<file path="src/rtl/debounce_pkg.sv">
// Shared types and defaults for the debounce_bank button debouncer.
package debounce_pkg;

    typedef enum logic [1:0] {
        IDLE_LOW  = 2'd0,
        WAIT_HIGH = 2'd1,
        IDLE_HIGH = 2'd2,
        WAIT_LOW  = 2'd3
    } db_state_t;

    localparam int unsigned DEF_STABLE_CYCLES = 1000000;
    localparam int unsigned DEF_SYNC_STAGES   = 2;
    localparam int unsigned DEF_HOLD_CYCLES   = 50000000;
    localparam int unsigned DEF_REPEAT_CYCLES = 10000000;

    // Bits needed to hold counts 0 .. n-1, never less than one.
    function automatic int unsigned cnt_width(input int unsigned n);
        int unsigned w;
        w = $clog2(n);
        return (w < 32'd1) ? 32'd1 : w;
    endfunction

endpackage

</file>
<file path="src/rtl/debounce_channel.sv">
// One debounced button: synchroniser, stability FSM with counter, and the
// hold-to-repeat generator when DEBOUNCE_BANK_REPEAT_EN is defined.
module debounce_channel
    import debounce_pkg::*;
#(
    parameter int unsigned STABLE_CYCLES = DEF_STABLE_CYCLES,
    parameter int unsigned SYNC_STAGES   = DEF_SYNC_STAGES,
    parameter int unsigned HOLD_CYCLES   = DEF_HOLD_CYCLES,
    parameter int unsigned REPEAT_CYCLES = DEF_REPEAT_CYCLES
) (
    input  logic clk,
    input  logic reset,
    input  logic btn_in,
    output logic btn_level,
    output logic btn_rise,
    output logic btn_fall,
    output logic btn_repeat
);

    localparam int unsigned    CW       = cnt_width(STABLE_CYCLES);
    localparam logic [CW-1:0]  CNT_LAST = CW'(STABLE_CYCLES - 2);

    logic [SYNC_STAGES-1:0] r_sync;
    logic                   w_sync;
    db_state_t              r_state, w_state_nxt;
    logic [CW-1:0]          r_cnt, w_cnt_nxt;
    logic                   r_level, w_level_nxt;
    logic                   r_rise, w_rise_nxt;
    logic                   r_fall, w_fall_nxt;

    always_ff @(posedge clk or posedge reset) begin
        if (reset) r_sync <= '0;
        else       r_sync <= {r_sync[SYNC_STAGES-2:0], btn_in};
    end

    assign w_sync = r_sync[SYNC_STAGES-1];

    always_ff @(posedge clk or posedge reset) begin
        if (reset) begin
            r_state <= IDLE_LOW;
            r_cnt   <= '0;
            r_level <= 1'b0;
            r_rise  <= 1'b0;
            r_fall  <= 1'b0;
        end else begin
            r_state <= w_state_nxt;
            r_cnt   <= w_cnt_nxt;
            r_level <= w_level_nxt;
            r_rise  <= w_rise_nxt;
            r_fall  <= w_fall_nxt;
        end
    end

    // Counter is cleared on every state exit, so it never needs to wrap.
    always_comb begin
        w_state_nxt = r_state;
        w_cnt_nxt   = r_cnt;
        w_level_nxt = r_level;
        w_rise_nxt  = 1'b0;
        w_fall_nxt  = 1'b0;
        unique case (r_state)
            IDLE_LOW: begin
                if (w_sync) begin
                    w_state_nxt = WAIT_HIGH;
                    w_cnt_nxt   = '0;
                end
            end
            WAIT_HIGH: begin
                if (!w_sync) begin
                    w_state_nxt = IDLE_LOW;
                    w_cnt_nxt   = '0;
                end else if (r_cnt == CNT_LAST) begin
                    w_state_nxt = IDLE_HIGH;
                    w_cnt_nxt   = '0;
                    w_level_nxt = 1'b1;
                    w_rise_nxt  = 1'b1;
                end else begin
                    w_cnt_nxt = r_cnt + CW'(1);
                end
            end
            IDLE_HIGH: begin
                if (!w_sync) begin
                    w_state_nxt = WAIT_LOW;
                    w_cnt_nxt   = '0;
                end
            end
            WAIT_LOW: begin
                if (w_sync) begin
                    w_state_nxt = IDLE_HIGH;
                    w_cnt_nxt   = '0;
                end else if (r_cnt == CNT_LAST) begin
                    w_state_nxt = IDLE_LOW;
                    w_cnt_nxt   = '0;
                    w_level_nxt = 1'b0;
                    w_fall_nxt  = 1'b1;
                end else begin
                    w_cnt_nxt = r_cnt + CW'(1);
                end
            end
            default: begin
                w_state_nxt = IDLE_LOW;
                w_cnt_nxt   = '0;
                w_level_nxt = 1'b0;
            end
        endcase
    end

    assign btn_level = r_level;
    assign btn_rise  = r_rise;
    assign btn_fall  = r_fall;

`ifdef DEBOUNCE_BANK_REPEAT_EN
    localparam int unsigned RW = cnt_width((HOLD_CYCLES > REPEAT_CYCLES) ? HOLD_CYCLES : REPEAT_CYCLES);
    localparam logic [RW-1:0] HOLD_LAST = RW'(HOLD_CYCLES - 1);
    localparam logic [RW-1:0] REP_LAST  = RW'(REPEAT_CYCLES - 1);

    logic [RW-1:0] r_rcnt;
    logic          r_first;
    logic          r_repeat;

    // Release takes priority over a repeat that would land on the same edge.
    always_ff @(posedge clk or posedge reset) begin
        if (reset) begin
            r_rcnt   <= '0;
            r_first  <= 1'b1;
            r_repeat <= 1'b0;
        end else if (w_rise_nxt || w_fall_nxt || !r_level) begin
            r_rcnt   <= '0;
            r_first  <= 1'b1;
            r_repeat <= 1'b0;
        end else if (r_rcnt == (r_first ? HOLD_LAST : REP_LAST)) begin
            r_rcnt   <= '0;
            r_first  <= 1'b0;
            r_repeat <= 1'b1;
        end else begin
            r_rcnt   <= r_rcnt + RW'(1);
            r_repeat <= 1'b0;
        end
    end

    assign btn_repeat = r_repeat;
`else
    // Repeat timing is accepted for drop-in compatibility but has no effect here.
    localparam bit REPEAT_TIMING_SET = (HOLD_CYCLES != 0) || (REPEAT_CYCLES != 0);
    assign btn_repeat = 1'b0 & REPEAT_TIMING_SET;
`endif

endmodule

</file>
<file path="src/rtl/debounce_bank.sv">
// N_CH independent button debouncers with level, rise, fall and repeat outputs.
// Define DEBOUNCE_BANK_REPEAT_EN to build the hold-to-repeat pulse generators.
module debounce_bank
    import debounce_pkg::*;
#(
    parameter int unsigned N_CH          = 5,
    parameter int unsigned STABLE_CYCLES = DEF_STABLE_CYCLES,
    parameter int unsigned SYNC_STAGES   = DEF_SYNC_STAGES,
    parameter int unsigned HOLD_CYCLES   = DEF_HOLD_CYCLES,
    parameter int unsigned REPEAT_CYCLES = DEF_REPEAT_CYCLES
) (
    input  logic            clk,
    input  logic            reset,
    input  logic [N_CH-1:0] btn_in,
    output logic [N_CH-1:0] btn_level,
    output logic [N_CH-1:0] btn_rise,
    output logic [N_CH-1:0] btn_fall,
    output logic [N_CH-1:0] btn_repeat
);

    for (genvar i = 0; i < N_CH; i++) begin : g_ch
        debounce_channel #(
            .STABLE_CYCLES (STABLE_CYCLES),
            .SYNC_STAGES   (SYNC_STAGES),
            .HOLD_CYCLES   (HOLD_CYCLES),
            .REPEAT_CYCLES (REPEAT_CYCLES)
        ) u_channel (
            .clk        (clk),
            .reset      (reset),
            .btn_in     (btn_in[i]),
            .btn_level  (btn_level[i]),
            .btn_rise   (btn_rise[i]),
            .btn_fall   (btn_fall[i]),
            .btn_repeat (btn_repeat[i])
        );
    end

endmodule

</file>
<file path="config.mk">
export PLATFORM = sky130hd
export DESIGN_NAME = debounce_bank
export DESIGN_NICKNAME = d
export VERILOG_FILES = /design/src/rtl/debounce_pkg.sv /design/src/rtl/debounce_channel.sv /design/src/rtl/debounce_bank.sv
export SDC_FILE = /design/constraint.sdc
export NUM_CORES = 1
export LEC_CHECK = 0
export BUFFER_PORTS_ARGS = -buffer_cell sky130_fd_sc_hd__buf_2
export CORE_ASPECT_RATIO = 1.5
export CORE_MARGIN = 2
export CORE_UTILIZATION = 35
export CTS_BUF_LIST = sky130_fd_sc_hd__clkbuf_16
export CTS_CLUSTER_SIZE = 16
export DETAILED_ROUTE_END_ITERATION = 12
export PLACE_DENSITY = 0.61
export SLEW_MARGIN = 0
export SYNTH_ARGS = -nofsm -noshare
export SYNTH_HDL_FRONTEND = slang
export SYNTH_HIERARCHICAL = 1
export SYNTH_SLANG_ARGS = --single-unit
</file>
<file path="constraint.sdc">
create_clock -name clk -period 1.95 [get_ports clk]
set_input_delay 0.2925 -clock clk [delete_from_list [all_inputs] [get_ports clk]]
set_output_delay 0.2925 -clock clk [all_outputs]
set_load 0.02 [all_outputs]
</file>
Yosys cells after proc, flatten, opt, wreduce, memory -nomap -nowiden
Cells that the tools add are included.
Storage, ports and cells
  output and inout bits: 20
  flip-flop bits (word level): 135
  input port bits: 7
  logic and storage cells: 235
Cells by class
  reductions and logical operators: 25
  muxes and demuxes: 115
  equal/unequal tests: 60
  $add $sub $neg: 5
Operators with widths (count)
  $mux 20: 25
  $pmux 20 s4: 5
  $add 20x1->20 const B: 5
  $eq 20x20->1 const B: 5
  $mux 2: 30
  $mux 1: 45
  $ne 2x1->1 const B: 20
  $pmux 2 s4: 5
  $reduce_and 5->1: 5
  $eq 2x2->1 const B: 10
  $ne 2x2->1 const B: 10
  $reduce_and 4->1: 5
  $ne 3x1->1 const B: 5
  $ne 3x3->1 const B: 5
  $eq 2x1->1 const B: 5
  $logic_not 2->1: 5
  $pmux 1 s2: 5
  $reduce_and 2->1: 5
  $reduce_bool 2->1: 5

Depth between registers and ports, before layout
Gate-level depths: netlist (run 1).
  depth after elaboration: 4
  mapped depth: 9
  mapped depth without buffers: 7

By module
Netlist (run 1), hierarchy kept.
By module, submodules not included
  debounce_channel at g_ch[1].u_channel ...: times used 3, area an instance 1476.4 µm², seq. area each 675.6 µm², cells each 157
  debounce_channel at g_ch[4].u_channel: times used 1, area an instance 1493.9 µm², seq. area each 675.6 µm², cells each 158
  debounce_channel at g_ch[0].u_channel: times used 1, area an instance 1426.4 µm², seq. area each 675.6 µm², cells each 151

Least setup slack after synthesis (run 1)
No wires, ideal clock.
  path kind: reg2reg
  start: register g_ch[0].u_channel.r_cnt[11]
  end: register g_ch[0].u_channel.r_cnt[8]
  path slack: -0.037 ns
  library setup time: 0.121 ns
  arrival time: 1.866 ns
  required time: 1.829 ns
  stages on the path, launching flop included: 7
  buffers on the path: 1
  cell sequence: dfrtp_1 > or4b_4 > nor4_4 > a21oi_2 > buf_6 > a21o_1 > a22o_1
Between the ends
  word-level cells in the longest chain between the ends: 4
  elaborated cells between the ends (all ways): 5
RTL lines
  from (decl): RTL line debounce_channel.sv:26  | logic [CW-1:0] r_cnt, w_cnt_nxt;
  from (signal assigned): RTL line debounce_channel.sv:47  | r_cnt <= w_cnt_nxt;
  $eq 20x20->1 (*): RTL line debounce_channel.sv:72, debounce_channel.sv:91
  $mux 20 (*): RTL line debounce_channel.sv:72, debounce_channel.sv:91
  $mux 20, on equally long branches: RTL line debounce_channel.sv:88, debounce_channel.sv:69
  $pmux 20 s4 (*): RTL line debounce_channel.sv:61  | unique case (r_state)
Every way passes the cells marked *; elsewhere a longest branch is shown, timed or not.
A chain may end at the register's enable or synchronous reset.

Worst setup path in the final report (run 1)
  start: register g_ch[0].u_channel.r_cnt[13]
  end: register g_ch[0].u_channel.r_cnt[8]
Same word-level chain as after synthesis.

==> impl_metrics.tcl, run 1 <==
set metrics [dict create \
    setup_violations 10 \
    swShare_pct 33.4 \
    die_w_um 122 \
    ys_seq_area_share_pct 46.0 \
    hold_ws_ns 0.00515 \
    cts_tree "done" \
    initial_utilization_pct 35.9 \
    async_reset_ff_share_pct 100 \
    r2r_slack_ns -0.06 \
    synth_edf_count 0 \
    status "finished, violations left" \
    fmax_ghz 0.498 \
    yosys_warnings 6 \
    utilization_pct 43.4 \
    met2_length_um 8770 \
    crit_required_ns 2.26 \
    dp_hpwl_um 11400 \
    cts_max_level 4 \
    syn_nets 797 \
    maxCapViolCount 0 \
    yosys.area.top_type "dfrtp_1" \
    crit_fanout 7 \
    num_antenna_cells 0 \
    r2r_end "g_ch[0].u_channel/r_cnt[8]" \
    routed_via_density 5.32 \
    period_share_pct 103 \
    ys.flop_type "dfrtp_1" \
    regArea_um2 3380 \
    finalWorstSetupSlack_ns -0.0563 \
    wl_per_cell_um 14.7 \
    p_per_area_nw_per_um2 998 \
    comb_power_share_pct 27.0 \
    pre_cts_ws_ns -0.0880 \
    pwr-share-clk_pct 36.1 \
    antenna_found_initial 0 \
    met3_length_um 470 \
    insertion_delay_ns 0.42 \
    finalWirelength_um 16800 \
    ys_top_cells_by_count "135 x dfrtp_1, 80 x nand2_1, 59 x a21oi_1, 52 x a31oi_1, 52 x nand3_1" \
    crit_path_max_incr_delay_ns 0.56 \
    slowest_stage "or4b_4" \
    drt_iter0_drc 265 \
    p_int_uw 5920 \
    cts-root-buf "clkbuf_16" \
    start_kind "flop" \
    ys_top_cells_by_area "dfrtp_1 46%, a31oi_1 4.4%, nand2_1 4.1%" \
    grt_max_degree 28 \
    critPathArrivalTime_ns 2.31 \
    wl_met1_um 7250 \
    finalMaxSlewViolations 0 \
    finalNonFillerCells 1142 \
    ff2ff_path_depth 6 \
    nets 882 \
    rsz0062_at_grt "yes" \
    syn_inst 780 \
    clockBufferDepth 2 \
    gp_congestion 0.783 \
    drc 0 \
    grt_use_total_pct 15.8 \
    cts_made_buffers 17 \
    tightest_slew_ns 0.926 \
    dr_total_vias 6079 \
    skew_ns 0.00839 \
    grt_pass1_vias 5979 \
    core_um2 20500 \
    crit_path_end_kind "flop" \
    critPathKind "flop to flop" \
    syn_area_per_cell_um2 9.42 \
    num_rows 64 \
    cts_sinks 135 \
    top_layer_used "met4" \
    seq_power_share_pct 36.9 \
    hp-class "input port to asynchronous set/reset pin" \
    ant_nets 0 \
    syn2layout_area_growth_pct 21.1 \
    clk_pin_slew_ns 0.06 \
    die-area_um2 22200 \
    hold_violations 0 \
    first_pass_iters 4 \
    power.total_uw 8880 \
    ys_ff_latch 135 \
    yosys.area.top_type_share_pct 46.0 \
    drive_above_1_share_pct 21.1 \
    portBuffers 21 \
    violations "negative setup slack" \
    ir_drop_uv 586 \
    synth_area_um2 7350 \
    yosysUniqueCellTypes 57 \
    dp.cells 1097 \
    reg2reg_from "g_ch[0].u_channel/r_cnt[13]" \
    min_period_ns 2.01 \
    die_h_um 181 \
    worstPathCellList "or4b_4 > nor4_4 > buf_4 > a21oi_4 > a21o_1 > a22o_1" \
    leakage_uw 0.00396 \
    multiInputGateArea_um2 3660 \
    relSlewSlack_pct 38.0 \
    p_sw_uw 2970 \
    grt_pass1_wl_um 28500 \
    overflow 0 \
    ios 27 \
    synth.most_common_cell "dfrtp_1" \
    nFillCells 2050 \
]
[per-stage QoR]
stage | area (um2) | setup TNS [ns]
after global placement | 8040 | -0.280
after floorplan | 7350 | -0.0405
after detailed placement | 8040 | -0.579
after global routing | 8900 | -2.15
after CTS | 8770 | -0.530
final | 8900 | -0.181
[final cells by class]
| class | instances | area share, % |
|---|---|---|
| inverter | 39 | 1.64 |
| clock inverter | 15 | 1.80 |
| tap | 264 | 3.71 |
| sequential | 135 | 38.0 |
| timing repair buffer | 103 | 8.97 |
| clock buffer | 17 | 4.78 |
| multi-input combinational | 569 | 41.1 |
[power groups by stage]
stage               clock network (uW)  logic, uW  registers [uW]
floorplan                            0       1740            3260
global placement                     0       2300            3310
detailed placement                   0       2330            3320
CTS                               3300       2370            3270
global route                      3430       2680            3320
finish                            3200       2400            3280
[routing by layer]
| layer | global-route usage (%) | up-vias |
|---|---|---|
| met5 | 0 | - |
| met4 | 5.66 | 0 |
| met3 | 3.64 | 25 |
| met2 | 27.8 | 75 |
| met1 | 18.6 | 2981 |
| li1 | - | 2998 |
[registers in the layout, summed over array words and instances, names as in the netlist, named ones only]
register / cells
g_ch.u_channel/r_cnt: 100
g_ch.u_channel/btn_fall: 5
g_ch.u_channel/btn_level: 5
g_ch.u_channel/r_sync: 10
g_ch.u_channel/btn_rise: 5
g_ch.u_channel/r_state: 5
[worst max-delay path: cells and delay by family (launching register included)]
| family | cells | cell delay [ns] |
|---|---|---|
| AND/OR/NAND/NOR | 2 | 0.84 |
| buffers and inverters | 1 | 0.19 |
| flip-flops | 1 | 0.38 |
| AO/OA/AOI/OAI | 3 | 0.49 |
[kinds of logic (layout without fill, tap and decap cells)]
kind of cell | count (synthesis) | in the layout | share of synthesized area (%)
buf+inv | 77 | 174 | 6.04
compound gates | 213 | 214 | 18.0
flops | 135 | 135 | 46.0
fa+ha+maj | 10 | 10 | 1.70
simple gates | 319 | 319 | 25.4
mux | 9 | 9 | 1.23
xor+xnor | 12 | 12 | 1.43
other cells | 5 | 5 | 0.255
[how the worst max path moves through the flow]
stage,startpoint,slack (ns),cells past startpoint,to
final,g_ch[0].u_channel/r_cnt[13],-0.06,6,g_ch[0].u_channel/r_cnt[8]
after global routing,g_ch[0].u_channel/r_cnt[10],-0.17,7,g_ch[0].u_channel/r_cnt[10]
after CTS,g_ch[0].u_channel/r_cnt[13],-0.07,6,g_ch[0].u_channel/r_cnt[8]
after detailed placement,g_ch[0].u_channel/r_cnt[11],-0.09,5,g_ch[0].u_channel/r_cnt[8]
after global placement,g_ch[0].u_channel/r_cnt[11],-0.06,6,g_ch[0].u_channel/r_cnt[17]
after floorplan,g_ch[0].u_channel/r_cnt[10],-0.04,6,g_ch[0].u_channel/r_cnt[8]
[layout by cell type, fill, tap and decap left out, drive strengths merged, types with 8 or more instances in the layout]
cell type | netlist | routed
nand2 | 81 | 81
clkinv | 0 | 8
xor2 | 9 | 9
a21oi | 64 | 65
ha | 10 | 10
a21o | 20 | 20
buf | 32 | 99
o21ai | 47 | 47
nand3 | 55 | 55
a31oi | 52 | 52
dfrtp | 135 | 135
nor3 | 20 | 20
clkbuf | 6 | 17
nand2b | 23 | 23
nor2 | 40 | 40
nand4 | 12 | 12
and3 | 13 | 13
or3 | 21 | 21
and4 | 12 | 12
inv | 39 | 40
mux2i | 9 | 9
[timing repair]
item,4_1_cts,5_1_grt
setup endpoints to repair,14,38
resized for setup,7,35
gates cloned,2,0
pin swaps,9,15
hold endpoints to repair,4,0
hold buffers,4,0
buffers inserted,4,3
(Power assumes the default switching activity.)
==> inputs of run 2 (changes only) <==
Settings changed: CTS_BUF_LIST sky130_fd_sc_hd__clkbuf_16 to sky130_fd_sc_hd__clkbuf_4 sky130_fd_sc_hd__clkbuf_8.
==> run 2 against run 1 <==
Against the previous run: the flow still finishes with violations (negative setup slack); critical path depth unchanged; power fell by 7.8%; setup slack lost 0.0043 ns; sequential power about the same.
==> impl_metrics.tcl, run 2 (synthesis results as in run 1) <==
set metrics [dict create \
    largestRegisters "g_ch.u_channel/r_cnt (100), g_ch.u_channel/r_sync (10)" \
    ios 27 \
    grt_use_total_pct 15.6 \
    pwr-share-clk_pct 30.7 \
    ant_nets 0 \
    drc 0 \
    crit_path_max_incr_delay_ns 0.56 \
    grt_use_met3_pct 3.36 \
    hold_violations 0 \
    status "finished, violations left" \
    grt_max_degree 28 \
    initial_utilization_pct 35.9 \
    p_sw_uw 2860 \
    final_cell_mix "134 x dfrtp_1, 79 x nand2_1, 72 x buf_4" \
    insertion_delay_ns 0.45 \
    cts_tree "done" \
    start_kind "flop" \
    clockBufferDepth 2 \
    num_rows 64 \
    cts-root-buf "clkbuf_8" \
    p_int_uw 5330 \
    dp.cells 1097 \
    die_h_um 181 \
    swShare_pct 34.9 \
    cts_sinks 135 \
    syn2layout_area_growth_pct 19.8 \
    reg2reg_from "g_ch[0].u_channel/r_cnt[13]" \
    wl_per_cell_um 14.5 \
    drt_iter0_drc 356 \
    maxCapViolCount 0 \
    r2r_slack_ns -0.06 \
    hp-class "flop to flop" \
    routed_via_density 5.36 \
    cts_max_level 4 \
    r2r_end "g_ch[0].u_channel/r_cnt[8]" \
    tns_ns -0.221 \
    use_met1_pct 18.4 \
    finalWorstSetupSlack_ns -0.0605 \
    num_antenna_cells 0 \
    nets 886 \
    die-area_um2 22200 \
    grt_pass1_vias 5891 \
    gp_congestion 0.783 \
    worstPathCellList "or4b_4 > nor4_4 > buf_4 > a21oi_4 > a21o_1 > a22o_1" \
    crit_path_end_kind "flop" \
    setup_violations 11 \
    dr_total_vias 6147 \
    leakage_uw 0.00392 \
    crit_fanout 7 \
    fmax_ghz 0.497 \
    tightest_slew_ns 0.952 \
    regMostFlops "g_ch.u_channel/r_cnt" \
    finalNonFillerCells 1146 \
    violations "negative setup slack" \
    busiest_layer "met2" \
    clk_pin_slew_ns 0.08 \
    rsz0062_at_grt "yes" \
    finalMaxSlewViolations 0 \
    period_share_pct 103 \
    portBuffers 21 \
    drive_above_1_share_pct 21.7 \
    min_to "g_ch[2].u_channel/r_sync[1]" \
    dp_hpwl_um 11400 \
    ff2ff_path_depth 6 \
    seq_power_share_pct 39.9 \
    die_w_um 122 \
    min_period_ns 2.01 \
    overflow 0 \
    antenna_found_initial 0 \
    min_path_cells 0 \
    nFillCells 2059 \
    hold_start "g_ch[2].u_channel/r_sync[0]" \
    crit_required_ns 2.29 \
    cts_made_buffers 17 \
    core_um2 20500 \
    critPathKind "flop to flop" \
    ir_drop_uv 421 \
    p_per_area_nw_per_um2 930 \
    largest_register_ffs 100 \
    relSlewSlack_pct 36.3 \
    critPathArrivalTime_ns 2.35 \
    first_pass_iters 4 \
    mostFrequentLayoutCell "dfrtp_1" \
    finalWirelength_um 16600 \
    comb_power_share_pct 29.4 \
    grt_pass1_wl_um 28100 \
    slowest_stage "or4b_4" \
    skew_ns 0.0180 \
    use_met2_pct 27.5 \
]
[run 2: cell type report]
type | count | area [um2] | share of cell area (%)
repair buffers | 107 | 830 | 9.42
multi-input cells | 569 | 3690 | 41.9
inverters | 39 | 146 | 1.66
clock buffers | 21 | 289 | 3.28
clock inverters | 11 | 145 | 1.65
flip-flops and latches | 135 | 3380 | 38.4
well taps | 264 | 330 | 3.75
[run 2: timing repair]
item                                   in CTS  in global routing
gates cloned                                2                  0
hold buffers                                6                  0
pin swaps                                   9                 13
endpoints found under the hold margin     140                  0
setup endpoints to repair                  15                 39
gates resized for setup                     7                 35
buffers inserted                            5                  4
[run 2: stage by stage]
stage | hold WS [ns] | utilization [%] | cell area [um2] | power, uW | setup slack (ns)
5_1_grt | 0.365 | 43.0 | 8810 | 8730 | -0.175
3_5_place_dp | 0.336 | 39.2 | 8040 | 5650 | -0.0880
4_1_cts | 0.354 | 42.2 | 8640 | 8240 | -0.0645
3_3_place_gp | 0.333 | 39.2 | 8040 | 5610 | -0.0574
2_1_floorplan | 0.324 | - | 7350 | 5000 | -0.0356
6_report | 0.350 | 43.0 | 8810 | 8190 | -0.0605
[run 2: how the worst max path moves through the flow]
stage | slack, ns | from | depth (start not counted) | end
after global placement | -0.06 | g_ch[0].u_channel/r_cnt[11] | 6 | g_ch[0].u_channel/r_cnt[17]
after CTS | -0.06 | g_ch[0].u_channel/r_cnt[13] | 6 | g_ch[0].u_channel/r_cnt[8]
after floorplan | -0.04 | g_ch[0].u_channel/r_cnt[10] | 6 | g_ch[0].u_channel/r_cnt[8]
final | -0.06 | g_ch[0].u_channel/r_cnt[13] | 6 | g_ch[0].u_channel/r_cnt[8]
after detailed placement | -0.09 | g_ch[0].u_channel/r_cnt[11] | 5 | g_ch[0].u_channel/r_cnt[8]
after global routing | -0.18 | g_ch[0].u_channel/r_cnt[10] | 7 | g_ch[0].u_channel/r_cnt[10]
[run 2: critical path: cells and delay by family (launching register included)]
family,cells,cell delay (ns)
AOI/OAI and AO/OA,3,0.49
buffers and inverters,1,0.19
and+or+nand+nor,2,0.84
DFF,1,0.38
[run 2: power by group through the flow]
stage	sequential (uW)	combinational [uW]	clock (uW)
after floorplan	3260	1740	0
after global placement	3310	2300	0
after detailed placement	3320	2330	0
after CTS	3260	2370	2610
after global routing	3310	2680	2740
final	3270	2400	2510
[run 2: metal layers]
layer	routed length (um)	share of wire, %
met5	0	0
met4	216	1.3
met3	481	2.9
met2	8670	52
met1	7220	44
==> inputs of run 3 (changes only) <==
Settings changed: CORE_UTILIZATION 35 to 58, PLACE_DENSITY 0.61 to 0.87.
==> run 3 against run 2 <==
Against the previous run: flip-flop and latch count unchanged; utilization up 27 points; final area down 1.6%; sequential power barely moved; critical path depth did not move; the run still ends with negative setup slack left; sequential share of layout area grew 0.61 points; power increased by 3.0%; combinational power grew 7%; die area fell by 39%; setup slack got worse by 0.032 ns.
==> impl_metrics.tcl, run 3 (synthesis results as in run 1) <==
set metrics [dict create \
    regArea_um2 3380 \
    r2r_slack_ns -0.09 \
    grt_use_total_pct 25.3 \
    leakage_uw 0.00387 \
    p_per_area_nw_per_um2 973 \
    hp-class "flop to flop" \
    crit_fanout 6 \
    power.total_uw 8430 \
    overflow 0 \
    dp_hpwl_um 10900 \
    drc 0 \
    tightest_slew_ns 0.940 \
    ios 27 \
    drt_iter0_drc 368 \
    critical-path-top-delay-family "simple AND/OR/NAND/NOR gates" \
    nFillCells 898 \
    ant_nets 0 \
    mostFrequentLayoutCell "dfrtp_1" \
    min_period_ns 2.04 \
    num_rows 50 \
    clk_pin_slew_ns 0.07 \
    hold_violations 0 \
    setup_violations 17 \
    largestRegisters "g_ch.u_channel/r_cnt (100), g_ch.u_channel/r_sync (10)" \
    die_w_um 95.9 \
    finalWorstSetupSlack_ns -0.0929 \
    cts-root-buf "clkbuf_8" \
    wl_per_cell_um 16.5 \
    finalMaxSlewViolations 0 \
    period_share_pct 105 \
    core_um2 12400 \
    portBuffers 21 \
    rsz0062_at_grt "yes" \
    regMostFlops "g_ch.u_channel/r_cnt" \
    dp.cells 983 \
    finalNonFillerCells 1027 \
    fin_area_um2 8660 \
    ir_drop_uv 547 \
    first_pass_iters 5 \
    routed_via_density 6.15 \
    antenna_found_initial 0 \
    worstPathCellList "or4b_4 > nor4_4 > buf_4 > a21oi_4 > a21o_1 > a22o_1" \
    cts_made_buffers 17 \
    slowest_stage "or4b_4" \
    relSlewSlack_pct 37.1 \
    cts_max_level 4 \
    crit_required_ns 2.29 \
    skew_ns 0.0127 \
    crit_buf_inv 1 \
    die_h_um 142 \
    start_kind "flop" \
    fmax_ghz 0.490 \
    multiInputGateArea_um2 3760 \
    cts_tree "done" \
    syn2layout_area_growth_pct 17.9 \
    grt_pass1_wl_um 27100 \
    die-area_um2 13600 \
    grt_max_degree 28 \
    cts_sinks 135 \
    insertion_delay_ns 0.46 \
    critPathKind "flop to flop" \
    grt_pass1_vias 6080 \
    status "finished, violations left" \
    crit_path_end_kind "flop" \
    final_cell_mix "135 x dfrtp_1, 80 x nand2_1, 57 x buf_4" \
    largest_register_ffs 100 \
    nets 876 \
    clockBufferDepth 2 \
    finalWirelength_um 17000 \
    dr_total_vias 6313 \
    initial_utilization_pct 59.0 \
    gp_congestion 0.883 \
    maxCapViolCount 0 \
    num_antenna_cells 0 \
    violations "negative setup slack" \
    critPathArrivalTime_ns 2.39 \
    crit_path_max_incr_delay_ns 0.56 \
    dpl_cell_area_um2 7850 \
    drive_above_1_share_pct 21.8 \
]
-- run 3: per-stage QoR --
stage	setup TNS [ns]	utilization (%)	setup WS (ns)	hold slack, ns
2_1_floorplan	-0.0405	-	-0.0356	0.324
3_3_place_gp	-0.0386	63.0	-0.0157	0.334
3_5_place_dp	-1.18	63.0	-0.104	0.335
4_1_cts	-0.673	67.6	-0.0820	0.355
5_1_grt	-2.26	69.6	-0.167	0.363
6_report	-0.737	69.6	-0.0929	0.352
-- run 3: worst paths after layout --
path                                               end  depth (start not counted)                   startpoint
setup / recovery            g_ch[0].u_channel/r_cnt[8]                          6  g_ch[0].u_channel/r_cnt[10]
hold / removal             g_ch[3].u_channel/r_sync[1]                          0  g_ch[3].u_channel/r_sync[0]
setup reg to reg            g_ch[0].u_channel/r_cnt[8]                          6  g_ch[0].u_channel/r_cnt[10]
hold reg to reg            g_ch[3].u_channel/r_sync[1]                          0  g_ch[3].u_channel/r_sync[0]
max in group asynchronous  g_ch[4].u_channel/r_cnt[14]                          4                        reset
min in group asynchronous  g_ch[2].u_channel/r_cnt[10]                          4                        reset
-- run 3: metal layers --
layer	up-vias	global-route usage (%)	wire (um)
met3	45	4.57	612
met4	0	12.7	484
met5	-	0	0
met2	185	44.6	9120
met1	3102	28.6	6760
li1	2981	-	-
-- run 3: timing repair --
item | in CTS | in global routing
hold buffers | 6 | 0
cloned | 0 | 3
gates resized for setup | 18 | 46
endpoints found under the setup margin | 22 | 44
hold endpoints to repair | 140 | 0
setup buffers | 1 | 3
pin swaps | 8 | 23
-- run 3: report_power, final --
group          internal, uW  leakage [uW]  total [uW]  switching [uW]
registers              3010       0.00184        3290             277
clock network          1450      0.000214        2570            1120
logic                   994       0.00182        2570            1570
total                  5460       0.00387        8430            2970
-- run 3: cell type report --
cell class              instances  area share [%]
repair buffers                 97            8.64
multi-input cells             569            43.4
well taps                     156            2.25
flip-flops and latches        135            39.0
inverters                      39            1.69
clock inverters                12            2.02
clock buffers                  19            3.02
